### src/rtl/seq_mult8_if.sv
// Start/Busy/Done handshake and operand/result bus between the sequencer and seq_mult8.
interface seq_mult8_if;
  logic        Start;
  logic [7:0]  A;
  logic [7:0]  B;
  logic        Busy;
  logic        Done;
  logic [15:0] Product;

  modport master (output Start, A, B, input Busy, Done, Product);
  modport slave  (input Start, A, B, output Busy, Done, Product);
endinterface

### src/rtl/seq_mult8.sv
// Sequential 8x8 shift-and-add multiplier: one 16-bit product every 10 cycles.
// Optional two's complement operation when SEQ_MULT8_SIGNED_EN is defined.
module seq_mult8 (
  input logic        Clk,
  input logic        Rst_n,
  seq_mult8_if.slave bus
);
  typedef enum logic [1:0] {IDLE, CALC, DONE} state_t;

  state_t      state_q, state_d;
  logic [2:0]  cnt_q, cnt_d;
  logic [7:0]  mcand_q, mcand_d;
  logic [7:0]  mplier_q, mplier_d;
  logic [7:0]  acc_hi_q, acc_hi_d;
  logic        busy_q, busy_d;
  logic        done_q, done_d;
  logic [15:0] product_q, product_d;
  logic [7:0]  a_cap, b_cap;
  logic [15:0] raw_prod, fin_prod;

  // CLA8bit datapath: generate/propagate with flattened lookahead carries
  logic [7:0] cla_g, cla_p, cla_s;
  logic [8:0] cla_c;
  logic       term;
  logic [8:0] step_sum;

  always_comb begin
    cla_g = acc_hi_q & mcand_q;
    cla_p = acc_hi_q ^ mcand_q;
    cla_c = '0;
    term  = 1'b0;
    for (int k = 1; k <= 8; k++) begin
      for (int j = 0; j < k; j++) begin
        term = cla_g[j];
        for (int m = j + 1; m < k; m++) term = term & cla_p[m];
        cla_c[k] = cla_c[k] | term;
      end
    end
    cla_s    = cla_p ^ cla_c[7:0];
    step_sum = mplier_q[0] ? {cla_c[8], cla_s} : {1'b0, acc_hi_q};
  end

  assign raw_prod = {acc_hi_q, mplier_q};

`ifdef SEQ_MULT8_SIGNED_EN
  logic sign_q, sign_d;
  // abs(-128) wraps to 8'h80, which the unsigned core handles correctly
  assign a_cap    = bus.A[7] ? (~bus.A + 8'd1) : bus.A;
  assign b_cap    = bus.B[7] ? (~bus.B + 8'd1) : bus.B;
  assign fin_prod = sign_q ? (~raw_prod + 16'd1) : raw_prod;

  always_ff @(posedge Clk or negedge Rst_n) begin
    if (!Rst_n) sign_q <= 1'b0;
    else        sign_q <= sign_d;
  end

  always_comb begin
    sign_d = sign_q;
    if (state_q == IDLE && bus.Start) sign_d = bus.A[7] ^ bus.B[7];
  end
`else
  assign a_cap    = bus.A;
  assign b_cap    = bus.B;
  assign fin_prod = raw_prod;
`endif

  always_ff @(posedge Clk or negedge Rst_n) begin
    if (!Rst_n) begin
      state_q   <= IDLE;
      cnt_q     <= '0;
      mcand_q   <= '0;
      mplier_q  <= '0;
      acc_hi_q  <= '0;
      busy_q    <= 1'b0;
      done_q    <= 1'b0;
      product_q <= '0;
    end else begin
      state_q   <= state_d;
      cnt_q     <= cnt_d;
      mcand_q   <= mcand_d;
      mplier_q  <= mplier_d;
      acc_hi_q  <= acc_hi_d;
      busy_q    <= busy_d;
      done_q    <= done_d;
      product_q <= product_d;
    end
  end

  always_comb begin
    state_d   = state_q;
    cnt_d     = cnt_q;
    mcand_d   = mcand_q;
    mplier_d  = mplier_q;
    acc_hi_d  = acc_hi_q;
    busy_d    = busy_q;
    done_d    = 1'b0;
    product_d = product_q;
    case (state_q)
      IDLE: begin
        if (bus.Start) begin
          mcand_d  = a_cap;
          mplier_d = b_cap;
          acc_hi_d = '0;
          cnt_d    = '0;
          busy_d   = 1'b1;
          state_d  = CALC;
        end
      end
      CALC: begin
        // 17-bit right shift of {carry, sum, multiplier}
        {acc_hi_d, mplier_d} = {step_sum, mplier_q[7:1]};
        cnt_d = cnt_q + 3'd1;
        if (cnt_q == 3'd7) state_d = DONE;
      end
      DONE: begin
        product_d = fin_prod;
        done_d    = 1'b1;
        busy_d    = 1'b0;
        state_d   = IDLE;
      end
      default: state_d = IDLE;
    endcase
  end

  assign bus.Busy    = busy_q;
  assign bus.Done    = done_q;
  assign bus.Product = product_q;
endmodule

### src/flat_wrapper.sv
// flat-port wrapper written by rule: the top's interface ports become plain ports
module seq_mult8_flat 
  (Clk, Rst_n, bus_Start, bus_A, bus_B, bus_Busy, bus_Done, bus_Product);
  seq_mult8_if bus_i ();
  input logic Clk;
  input logic Rst_n;
  input wire logic [$bits(bus_i.Start)-1:0] bus_Start;
  input wire logic [$bits(bus_i.A)-1:0] bus_A;
  input wire logic [$bits(bus_i.B)-1:0] bus_B;
  output wire logic [$bits(bus_i.Busy)-1:0] bus_Busy;
  output wire logic [$bits(bus_i.Done)-1:0] bus_Done;
  output wire logic [$bits(bus_i.Product)-1:0] bus_Product;
  assign bus_i.Start = bus_Start;
  assign bus_i.A = bus_A;
  assign bus_i.B = bus_B;
  assign bus_Busy = bus_i.Busy;
  assign bus_Done = bus_i.Done;
  assign bus_Product = bus_i.Product;
  seq_mult8 u_core (.Clk(Clk), .Rst_n(Rst_n), .bus(bus_i));
endmodule
### config.mk
export PLATFORM = sky130hd
export DESIGN_NAME = seq_mult8_flat
export DESIGN_NICKNAME = d
export VERILOG_FILES = /design/src/rtl/seq_mult8_if.sv /design/src/rtl/seq_mult8.sv /design/src/flat_wrapper.sv
export SDC_FILE = /design/constraint.sdc
export NUM_CORES = 1
export LEC_CHECK = 0
export ABC_AREA = 1
export CAP_MARGIN = 40
export CORE_MARGIN = 2
export CORE_UTILIZATION = 40
export CTS_CLUSTER_SIZE = 30
export DETAILED_ROUTE_END_ITERATION = 10
export PLACE_DENSITY = 0.66
export SYNTH_ARGS = -nofsm -noshare
export SYNTH_HDL_FRONTEND = slang
export SYNTH_SLANG_ARGS = --single-unit
export TNS_END_PERCENT = 50
### constraint.sdc
create_clock -name Clk -period 1.84 [get_ports Clk]
set_input_delay 0.368 -clock Clk [delete_from_list [all_inputs] [get_ports Clk]]
set_output_delay 0.368 -clock Clk [all_outputs]
set_load 0.01 [all_outputs]
==> flow_summary.yaml, run 1 <==
sta:
  worst_pin_slew_ns: 0.7817
  rsz0062_at_grt: "true"
  slew-limit-headroom: 0.4783
  report.final.slew_viol_count: 0
  setup_viol: 0
  timing.final.crit_share: 0.9693
  hold_viol_final: 0
  finalWorstPathRequiredPeriod_ns: 1.784
  fin_skew_ns: 0.003699
  max_clock_freq_ghz: 0.5607
  holdWs_ns: 0.009053
final_layout:
  layout_commonest_cell: "nand2_1"
  fillers: 515
  diodes: 0
  final_util: 0.5204
  fin_area_mm2: 0.002830
  syn_to_final_growth_pct: 27.65
  final_cell_mix: "nand2_1 (59), dfrtp_1 (47), clkdlybuf4s50_1 (35)"
  drive_above_1_share: 0.1031
  nets: 321
synthesis:
  syn_inst: 249
  syn_area_mm2: 0.002217
  ys_seq_elements: 47
  ys_types: 25
  synth_fp_nets: 280
  yosys_warnings: 0
  synth_area_leader_cell: "dfrtp_1"
  synth-seq-area-share: 0.5305
  yosysTopAreaCellShare: 0.5305
  syn_area_per_cell_um2: 8.904
  synth_area_leaders: "dfrtp_1 (53%), nand2_1 (10%), ha_1 (6.2%), o21ai_0 (6.1%), inv_1 (5.4%)"
detailed_routing:
  routed_wl_um: 4518
  first_pass_iters: 4
  ant_nets: 0
  num_vias: 1741
  drt-wirelength-per-cell_um: 12.45
  drc_errors: 0
  vias_per_cell: 4.796
  drt_iter0_drc: 136
clocking:
  cts.sinks: 47
  clk_pin_slew_ns: 0.08
  htreeDepth: 2
  cts_tree: "done"
  hold_buffers: 0
  root_buffer: "clkbuf_8"
  clk-insertion-delay-late_ns: 0.30
  clk_path_buf_depth: 2
  cts_buffers: 5
global_route:
  grt.total_usage: 0.1634
  grt_overflow: 0
  antenna_found_initial: 0
  grt_max_degree: 33
  grt_pass1_wl_um: 7845
  grt_pass1_vias: 1708
power_and_ir_drop:
  combinationalPowerShare: 0.489
  p_int_mw: 3.085
  switching_power_mw: 2.013
  pwr-share-seq: 0.354
  leakage_nw: 1.381
  p_per_area_mw_per_mm2: 1801
  ir_worst_vdd_v: 0.0006860
  clkPwrFrac: 0.157
  swShare: 0.3949
floorplan:
  row_count: 27
  ios: 37
  coreArea_mm2: 0.005439
  die_height_um: 78.45
  dieArea_mm2: 0.006154
  start_util: 0.4076
  die_w_um: 78.45
setup_path:
  path_max_fanout: 3
  cp.arrival_ns: 1.98
  end_kind: "flip-flop"
  regToRegEndpoint: "u_core.acc_hi_q[5]"
  critPathLaunchType: "flip-flop"
  cp_common_cell: "nand2_2"
  cp_cell_sequence: "ha_1 > ha_2 > nand2_4 > nand3b_4 > nand2_4 > nand2_2 > nand2_2 > nand2_2 > nand2_2 > nand3b_1 > nand3_1 > nand2_1 > nand2_1 > o21ai_2"
  rrSetupSlack_ns: 0.06
  slowest_delay_ns: 0.40
  critical_path_required_ns: 2.03
  worstSetupPathType: "reg -> reg"
  reg2reg_depth: 14
  r2r-start: "u_core.mcand_q[1]"
  cp_slowest_cell: "dfrtp_1"
placement:
  place_congestion: 0.8192
  post-dp-hpwl_um: 3265
  dpl_cell_area_mm2: 0.002668
  port_buffers: 36
status:
  status: "finished clean"
flow_run:
  drv_cap: 0
min_path:
  min_path_type: "in -> async"
==> cell families after synthesis <==
group	after synthesis	share of synthesized area
flops	47	0.5305
xor+xnor	1	0.003951
compound gates	53	0.1343
buf+inv	42	0.07618
simple gates	94	0.1840
fa+ha+maj	12	0.07111
==> how the worst max path moves through the flow <==
stage | start | slack (ns) | to
after global placement | u_core.acc_hi_q[1] | 0.08 | u_core.acc_hi_q[5]
after CTS | u_core.acc_hi_q[1] | 0.003 | u_core.acc_hi_q[5]
after detailed placement | u_core.acc_hi_q[1] | 0.02 | u_core.acc_hi_q[5]
after floorplan | u_core.acc_hi_q[1] | 0.15 | u_core.acc_hi_q[5]
final | u_core.mcand_q[1] | 0.06 | u_core.acc_hi_q[5]
after global routing | u_core.mcand_q[1] | -0.07 | u_core.acc_hi_q[5]
==> area by class of cell <==
class	count	area, µm²	share of cell area
flip-flops and latches	47	1176	0.4156
multi-input cells	160	898.4	0.3174
repair buffers	43	420.4	0.1485
inverters	33	123.9	0.04377
well taps	72	90.09	0.03183
clock buffers	6	82.58	0.02918
clock inverters	2	38.79	0.01370
==> state kept, by name, indices dropped and copies added, names as in the netlist <==
name,count
u_core.cnt_q,3
u_core.acc_hi_q,8
u_core.mcand_q,8
u_core.bus.Busy,1
u_core.state_q,2
u_core.bus.Product,16
u_core.bus.Done,1
u_core.mplier_q,8
==> worst max-delay path, delay by kind of cell, from the launching register on <==
family / cells / cell delay [ns]
AOI/OAI and AO/OA: 1 / 0.05
adders and majority gates: 2 / 0.49
and+or+nand+nor: 11 / 0.73
DFF: 1 / 0.40
==> layer usage <==
layer	share of wire	wire [µm]	up-vias	global-route usage
met5	0	0	-	0
met2	0.48	2175	31	0.2621
li1	-	-	896	-
met4	0.015	70	0	0.06140
met3	0.038	172	6	0.03448
met1	0.46	2100	808	0.2183
==> what timing repair did <==
item	4_1_cts	5_1_grt
buffers inserted	0	2
hold endpoints to repair	0	0
endpoints found under the setup margin	0	5
resized for setup	0	6
==> synthesized netlist by cell type, drive strengths merged <==
library cell	instances
ha	11
buf	5
a21oi	12
fa	1
a221oi	3
nand3b	2
xnor2	1
nand4	6
dfrtp	47
o22ai	8
a22o	2
inv	33
nor2	13
or2	1
nand3	6
clkbuf	4
nor3	1
nand2	65
o21ai	28
==> power groups by stage <==
| stage | logic [mW] | clock network, mW | registers, mW |
|---|---|---|---|
| 2_1_floorplan | 1.61 | 0 | 1.82 |
| 3_3_place_gp | 2.34 | 0 | 1.80 |
| 3_5_place_dp | 2.40 | 0 | 1.82 |
| 4_1_cts | 2.41 | 0.821 | 1.80 |
| 5_1_grt | 2.86 | 0.868 | 1.87 |
| 6_report | 2.50 | 0.800 | 1.80 |
==> per-stage QoR <==
step                total power [mW]  setup TNS, ns  std cells  setup slack, ns
finish                         5.098              0        363          0.05646
global route                   5.599       -0.09804        363         -0.07396
CTS                            5.037              0        361         0.002813
detailed placement             4.224              0        353          0.02498
global placement               4.141              0        353          0.08421
floorplan                      3.422              0        249           0.1538
Note: power is estimated with default switching activity, not from simulation.
==> run 2, diff against run 1 <==
--- a/config.mk
+++ b/config.mk
@@ -11,7 +11,6 @@
 export CORE_UTILIZATION = 40
 export CTS_CLUSTER_SIZE = 30
 export DETAILED_ROUTE_END_ITERATION = 10
-export PLACE_DENSITY = 0.66
 export SYNTH_ARGS = -nofsm -noshare
 export SYNTH_HDL_FRONTEND = slang
 export SYNTH_SLANG_ARGS = --single-unit
==> flow_summary.yaml, run 2 (synthesis results as in run 1) <==
floorplan:
  dieArea_mm2: 0.006154
  start_util: 0.4076
  ios: 37
  coreArea_mm2: 0.005439
  row_count: 27
  die_height_um: 78.45
  die_w_um: 78.45
detailed_routing:
  first_pass_iters: 4
  routed_wl_um: 4829
  drt_iter0_drc: 98
  vias_per_cell: 4.945
  drc_errors: 0
  ant_nets: 0
  drt-wirelength-per-cell_um: 13.19
  num_vias: 1810
setup_path:
  critPathLaunchType: "flip-flop"
  cp.arrival_ns: 1.93
  critical_path_required_ns: 2.02
  r2r-start: "u_core.acc_hi_q[2]"
  path_max_fanout: 3
  worstSetupPathType: "reg -> reg"
  end_kind: "flip-flop"
  rrSetupSlack_ns: 0.09
  reg2reg_depth: 11
  regToRegEndpoint: "u_core.acc_hi_q[4]"
sta:
  worst_pin_slew_ns: 0.4498
  setup_slack_ns: 0.09332
  slew-limit-headroom: 0.6998
  report.final.slew_viol_count: 0
  timing.final.crit_share: 0.9493
  setup_viol: 0
  holdWs_ns: 0.4853
  max_clock_freq_ghz: 0.5725
  fin_skew_ns: 0.007615
  finalWorstPathRequiredPeriod_ns: 1.747
  fin_tns_setup_ns: 0
  hold_viol_final: 0
power_and_ir_drop:
  swShare: 0.3886
  switching_power_mw: 2.055
  clkPwrFrac: 0.168
  p_int_mw: 3.234
  p_per_area_mw_per_mm2: 1833
  ir_worst_vdd_v: 0.0006457
  power_mw: 5.290
  combinationalPowerShare: 0.488
  pwr-share-seq: 0.344
  leakage_nw: 1.391
final_layout:
  syn_to_final_growth_pct: 30.19
  fin_area_mm2: 0.002887
  nets: 324
  fillers: 526
  layout_commonest_cell: "nand2_1"
  largest_register_ffs: 16
  final_cells: 366
  drive_above_1_share: 0.1122
  diodes: 0
  final_cell_mix: "nand2_1 (58), dfrtp_1 (47), clkdlybuf4s50_1 (35)"
  final_util: 0.5307
clocking:
  cts.sinks: 47
  clk-insertion-delay-late_ns: 0.30
  htreeDepth: 2
  root_buffer: "clkbuf_8"
  clk_path_buf_depth: 2
  cts_buffers: 5
  clk_pin_slew_ns: 0.08
  cts_tree: "done"
global_route:
  grt.total_usage: 0.1725
  grt_overflow: 0
  grt_pass1_wl_um: 8335
  antenna_found_initial: 0
  grt_max_degree: 32
  grt_pass1_vias: 1772
flow_run:
  drv_cap: 0
min_path:
  min_path_type: "reg -> reg"
  hold_end: "u_core.bus.Product[7]"
  holdPathStages: 2
  hp-start: "u_core.bus.Product[7]"
placement:
  dp.cells: 354
  post-dp-hpwl_um: 3416
  place_congestion: 0.8332
  port_buffers: 36
  dpl_cell_area_mm2: 0.002675
  dp_slack_ns: 0.02583
status:
  status: "finished clean"
run 2: timing repair:
action	CTS	global route
resized for setup	0	8
setup buffers	0	3
hold buffers	1	0
hold endpoints to repair	7	0
endpoints found under the setup margin	0	4
run 2: cell type report:
class	instances	area (µm²)	share of cell area
clock buffer	6	72.57	0.02514
clock inverter	2	60.06	0.02081
inverter	33	123.9	0.04291
multi-input combinational	160	918.4	0.3182
sequential	47	1176	0.4075
tap	72	90.09	0.03121
timing repair buffer	46	445.4	0.1543
run 2: critical path: stages, from the launching register on:
cell and delay [ns]:
dfrtp_1 0.41, ha_2 0.40, nand2_2 0.09, nand3b_4 0.08, nand2_2 0.06, nand2_2 0.06
nand2_2 0.06, nand2_2 0.07, nand2_2 0.05, buf_4 0.13, a21oi_1 0.13, o22ai_1 0.09
run 2: power by group through the flow:
| stage | Sequential, mW | Combinational (mW) | Clock (mW) |
|---|---|---|---|
| 6_report | 1.82 | 2.58 | 0.888 |
| 5_1_grt | 1.88 | 2.96 | 0.958 |
| 4_1_cts | 1.81 | 2.44 | 0.911 |
| 3_5_place_dp | 1.82 | 2.42 | 0 |
| 3_3_place_gp | 1.80 | 2.37 | 0 |
| 2_1_floorplan | 1.82 | 1.61 | 0 |
run 2: layer usage:
metal | vias up | global-route usage | wire [µm] | share of wire
met5 | - | 0 | 0 | 0
met4 | 0 | 0.06667 | 91 | 0.019
met3 | 8 | 0.03448 | 207 | 0.043
met2 | 42 | 0.2690 | 2296 | 0.48
met1 | 861 | 0.2377 | 2233 | 0.46
li1 | 899 | - | - | -
run 2: worst max-delay path by stage:
| stage | depth (start not counted) | slack [ns] | end | start |
|---|---|---|---|---|
| 2_1_floorplan | 14 | 0.15 | u_core.acc_hi_q[5] | u_core.acc_hi_q[1] |
| 3_3_place_gp | 14 | 0.09 | u_core.acc_hi_q[5] | u_core.acc_hi_q[1] |
| 4_1_cts | 14 | 0.003 | u_core.acc_hi_q[5] | u_core.acc_hi_q[1] |
| 5_1_grt | 14 | -0.02 | u_core.acc_hi_q[5] | u_core.acc_hi_q[0] |
| 3_5_place_dp | 14 | 0.03 | u_core.acc_hi_q[5] | u_core.acc_hi_q[1] |
| 6_report | 11 | 0.09 | u_core.acc_hi_q[4] | u_core.acc_hi_q[2] |
